<file path="src/rtl/temp_hyst_monitor.sv">
// temp_hyst_monitor: per-channel threshold monitor with hysteresis band,
// consecutive-sample debounce, sticky alarms and a change-event stream.
module temp_hyst_monitor #(
  parameter int WIDTH    = 16,
  parameter int CHANNELS = 4,
  parameter int DEBOUNCE = 2,
  parameter int CW       = (CHANNELS > 1) ? $clog2(CHANNELS) : 1
) (
  input  logic                clk,
  input  logic                rst_n,
  input  logic                cfg_we,
  input  logic [CW-1:0]       cfg_ch,
  input  logic                cfg_sel,
  input  logic [WIDTH-1:0]    cfg_data,
  input  logic                sample_valid,
  input  logic [CW-1:0]       sample_ch,
  input  logic [WIDTH-1:0]    sample_data,
  input  logic [CHANNELS-1:0] clr_sticky,
  output logic [CHANNELS-1:0] warn,
  output logic                warn_any,
  output logic [CHANNELS-1:0] alarm_sticky,
  output logic                event_valid,
  output logic [CW-1:0]       event_ch,
  output logic                event_rise
);

  localparam int DCW = $clog2(DEBOUNCE + 1);
  localparam logic [CW:0]  NCH = (CW + 1)'(CHANNELS);
  localparam logic [DCW:0] DEB = (DCW + 1)'(DEBOUNCE);

  logic [WIDTH-1:0]    hi_q  [CHANNELS];
  logic [WIDTH-1:0]    lo_q  [CHANNELS];
  logic [DCW-1:0]      cnt_q [CHANNELS];
  logic [DCW-1:0]      cnt_d [CHANNELS];
  logic [CHANNELS-1:0] st_q;
  logic [CHANNELS-1:0] st_d;
  logic [CHANNELS-1:0] rise_d;
  logic                cfg_ok;
  logic                smp_ok;
  logic                qual;
  logic                fire;

  assign cfg_ok = cfg_we && ({1'b0, cfg_ch} < NCH);
  assign smp_ok = sample_valid && ({1'b0, sample_ch} < NCH);
  assign warn   = st_q;

  // Compares use the registered thresholds, so a same-cycle write
  // only affects samples from the next cycle on.
  always_comb begin
    st_d  = st_q;
    cnt_d = cnt_q;
    qual  = 1'b0;
    fire  = 1'b0;
    if (smp_ok) begin
      if (st_q[sample_ch])
        qual = sample_data < lo_q[sample_ch];
      else
        qual = sample_data > hi_q[sample_ch];
      if (!qual) begin
        cnt_d[sample_ch] = '0;
      end else if ({1'b0, cnt_q[sample_ch]} + 1'b1 == DEB) begin
        st_d[sample_ch]  = ~st_q[sample_ch];
        cnt_d[sample_ch] = '0;
        fire             = 1'b1;
      end else begin
        cnt_d[sample_ch] = cnt_q[sample_ch] + 1'b1;
      end
    end
    rise_d = st_d & ~st_q;
  end

  always_ff @(posedge clk) begin
    if (!rst_n) begin
      for (int i = 0; i < CHANNELS; i++) begin
        hi_q[i]  <= '1;
        lo_q[i]  <= '0;
        cnt_q[i] <= '0;
      end
      st_q         <= '0;
      warn_any     <= 1'b0;
      alarm_sticky <= '0;
      event_valid  <= 1'b0;
      event_ch     <= '0;
      event_rise   <= 1'b0;
    end else begin
      if (cfg_ok) begin
        if (cfg_sel)
          hi_q[cfg_ch] <= cfg_data;
        else
          lo_q[cfg_ch] <= cfg_data;
      end
      cnt_q        <= cnt_d;
      st_q         <= st_d;
      warn_any     <= |st_d;
      // Set wins over a same-edge clear.
      alarm_sticky <= (alarm_sticky & ~clr_sticky) | rise_d;
      event_valid  <= fire;
      if (fire) begin
        event_ch   <= sample_ch;
        event_rise <= ~st_q[sample_ch];
      end
    end
  end

endmodule

</file>
<file path="config.mk">
export PLATFORM = sky130hd
export DESIGN_NAME = temp_hyst_monitor
export DESIGN_NICKNAME = d
export VERILOG_FILES = /design/src/rtl/temp_hyst_monitor.sv
export SDC_FILE = /design/constraint.sdc
export NUM_CORES = 1
export LEC_CHECK = 0
export ABC_AREA = 1
export CAP_MARGIN = 0
export CELL_PAD_IN_SITES_DETAIL_PLACEMENT = 0
export CELL_PAD_IN_SITES_GLOBAL_PLACEMENT = 2
export CORE_ASPECT_RATIO = 0.6
export CORE_MARGIN = 2
export CORE_UTILIZATION = 40
export CTS_BUF_LIST = sky130_fd_sc_hd__clkbuf_8
export DETAILED_ROUTE_END_ITERATION = 7
export PLACE_DENSITY_LB_ADDON = 0.15
export SYNTH_ARGS = -nofsm -noshare
export SYNTH_HDL_FRONTEND = slang
export SYNTH_SLANG_ARGS = --single-unit
</file>
<file path="constraint.sdc">
create_clock -name clk -period 3.55 [get_ports clk]
set_clock_uncertainty 0.15 [all_clocks]
set_input_delay 0.5325 -clock clk [delete_from_list [all_inputs] [get_ports clk]]
set_output_delay 0.5325 -clock clk [all_outputs]
set_load 0.02 [all_outputs]
</file>
==> impl_metrics.toml <==
[status]
status = "finished, final reports clean"

[grt]
grt-ovfl-total = 0
antenna_found_initial = 0
track_usage_pct = 22.5
grt_max_degree = 33
grt_pass1_vias = 5058
grt_pass1_wl_um = 30400

[logic_synthesis]
yosys_warnings = 0
yosysTopAreaCell = "edfxtp_1"
synthesis.nets = 718
synth.most_common_cell = "edfxtp_1"
synth_cells = 641
synth_area_per_cell_um2 = 10.8
synth_seq_cells = 149
ys_top_cells_by_count = "128 x edfxtp_1, 112 x nand2_1, 85 x nor2_1"
synth_edf_count = 128
synth_seq_area_share_pct = 61.6
synth_area_um2 = 6930
synth-main-ff-cell = "edfxtp_1"
yosysUniqueCellTypes = 31
netlist.area_leader.share_pct = 55.5
yosys-top-cells-area = "edfxtp_1 56%, dfxtp_1 6.1%, nand2_1 6.1%, ha_1 5.8%, nor2_1 4.6%"
synthArstFlopShare_pct = 0

[finish]
regArea_um2 = 4260
diodes = 0
multi_input_area_um2 = 2370
fillers = 1574
drive_gt1_share_pct = 13.8
layout.nets = 825
fin_area_um2 = 8620
area_growth_pct = 24.5

[floorplanning]
io_pins = 58
rows = 37
core-area_um2 = 17000
fp.dieH_um = 106
die_w_um = 174
dieArea_um2 = 18400
start_util_pct = 40.7

[power_and_ir_drop]
p_sw_mw = 1.07
ir_worst_vdd_uv = 221
p_comb_share_pct = 14.6
p_leak_nw = 3.32
power_mw = 4.02
p_int_mw = 2.95
pwr_density_cell_nw_per_um2 = 466
swShare_pct = 26.7
pwr-share-seq_pct = 50.9
clockPowerShare_pct = 34.5

[worst_hold_path]
min_path_type = "reg2reg"
holdPathStages = 2

[timing]
finalCritPeriodShare_pct = 90.4
finalSetupTns_ps = 0
hold_viol = 0
worst_slew_pin_slew_ps = 740
whs_ps = 326
rsz0062_at_grt = "false"
max_freq_mhz = 311
relSlewSlack_pct = 50.6
drv_slew = 0
setup_violations = 0
fin_crit_ps = 3210

[detailed_routing]
routed_wl_um = 20100
drtAntennaViolNets = 0
wl_per_cell_um = 20.2
drtIter0Drc = 553
vias_per_cell = 5.28
drcViolationCount = 0
num_vias = 5255
first_pass_iters = 5

[critical_path]
cp.arrival_ps = 3400
critPathLaunchType = "input port"
cp.required_ps = 3740
reg2reg_depth = 15
critPathCaptureType = "register"
critical_path.max_fanout = 23
crit_type = "in2reg"

[clock_tree]
path_clk_slew_ps = 90
cts.sinks = 149
numCtsBuffers = 17
post_cts_buffers = 0
cts_max_level = 4
cts_tree = "yes"
clk_latency_ps = 440
cts_buffer_depth = 2
root_buffer = "clkbuf_8"

[placement]
placed_cell_area_um2 = 8160
io_buffers = 57
hpwl_um = 13800
gp_congestion = 0.823

[flow_run]
max-cap-violations = 0
[worst paths after layout]
path	start	slack (ps)	to
hold / removal	alarm_sticky[0]	330	alarm_sticky[0]
hold reg to reg	alarm_sticky[0]	330	alarm_sticky[0]
setup / recovery	sample_ch[1]	340	cnt_q[0]
setup reg to reg	hi_q[0][6]	640	cnt_q[0]
[state kept, by name (all words and copies together) (netlist names)]
| register | flops |
|---|---|
| cnt_q | 8 |
| warn | 4 |
| event_rise | 1 |
| event_ch | 2 |
| lo_q | 64 |
| alarm_sticky | 4 |
| warn_any | 1 |
| event_valid | 1 |
| hi_q | 64 |
[final cells by class]
class | instances | area share [%]
repair buffers | 113 | 12.1
flip-flops and latches | 149 | 49.4
clock buffers | 17 | 2.71
multi-input cells | 406 | 27.5
inverters | 61 | 2.71
well taps | 234 | 3.39
clock inverters | 15 | 2.09
[placed cells by master, fill, tap and decap left out, types with 4 or more instances in the layout]
cell type        instances
buf_4                   52
nor3_1                  19
o21ai_1                 11
dfxtp_1                 21
clkinvlp_4               4
edfxtp_1               128
a22o_1                  31
nand4_1                  6
a221oi_1                26
o21ai_0                 11
nand2_1                112
nor2_1                  85
a21oi_1                 37
ha_1                    32
inv_1                   58
nand3_1                 10
buf_12                   4
a221oi_2                 5
clkbuf_8                17
clkdlybuf4s50_1         55
[stage by stage]
stage,setup slack [ps],std cells,util (%)
after global routing,114,995,50.6
final,339,995,50.6
after floorplan,458,641,-
after detailed placement,-468,962,47.9
after CTS,4.58,994,50.3
after global placement,-422,962,47.9
[cell families after synthesis]
logic type      Yosys count  share of synthesized area [%]
buf+inv                  87                           4.79
flops                   149                           61.6
compound gates          132                           13.3
simple gates            241                           14.5
fa+ha+maj                32                           5.78
[per-layer routing]
metal | track usage [%] | wire length [µm] | vias to the layer above
li1 | - | - | 2515
met1 | 35.9 | 10300 | 2540
met2 | 32.0 | 8340 | 185
met3 | 3.25 | 1310 | 15
met4 | 5.46 | 151 | 0
met5 | 0 | 0 | -
[what timing repair did]
| action | CTS | global route |
|---|---|---|
| hold buffers | 0 | 0 |
| resized for setup | 0 | 10 |
| endpoints found under the setup margin | 0 | 20 |
[critical path, stage by stage]
cell,delay (ps)
dlymetal6s2s_1,160
buf_4,170
nand2_1,90
clkinv_1,130
buf_12,190
a221oi_1,360
ha_1,300
nand2_1,90
inv_1,40
nand3_1,130
inv_1,60
a21oi_1,170
nor2_1,80
o21ai_2,290
nand2_4,130
nand2_2,100
o21ai_0,100
nor3_1,200
nor2_1,60
[power by group through the flow]
stage | registers (mW) | clock network, mW | logic, mW
2_1_floorplan | 2.08 | 0 | 0.301
3_3_place_gp | 2.08 | 0 | 0.566
3_5_place_dp | 2.08 | 0 | 0.572
4_1_cts | 2.04 | 1.41 | 0.575
5_1_grt | 2.05 | 1.48 | 0.644
6_report | 2.04 | 1.39 | 0.585
Power figures use the tool's default switching activity.
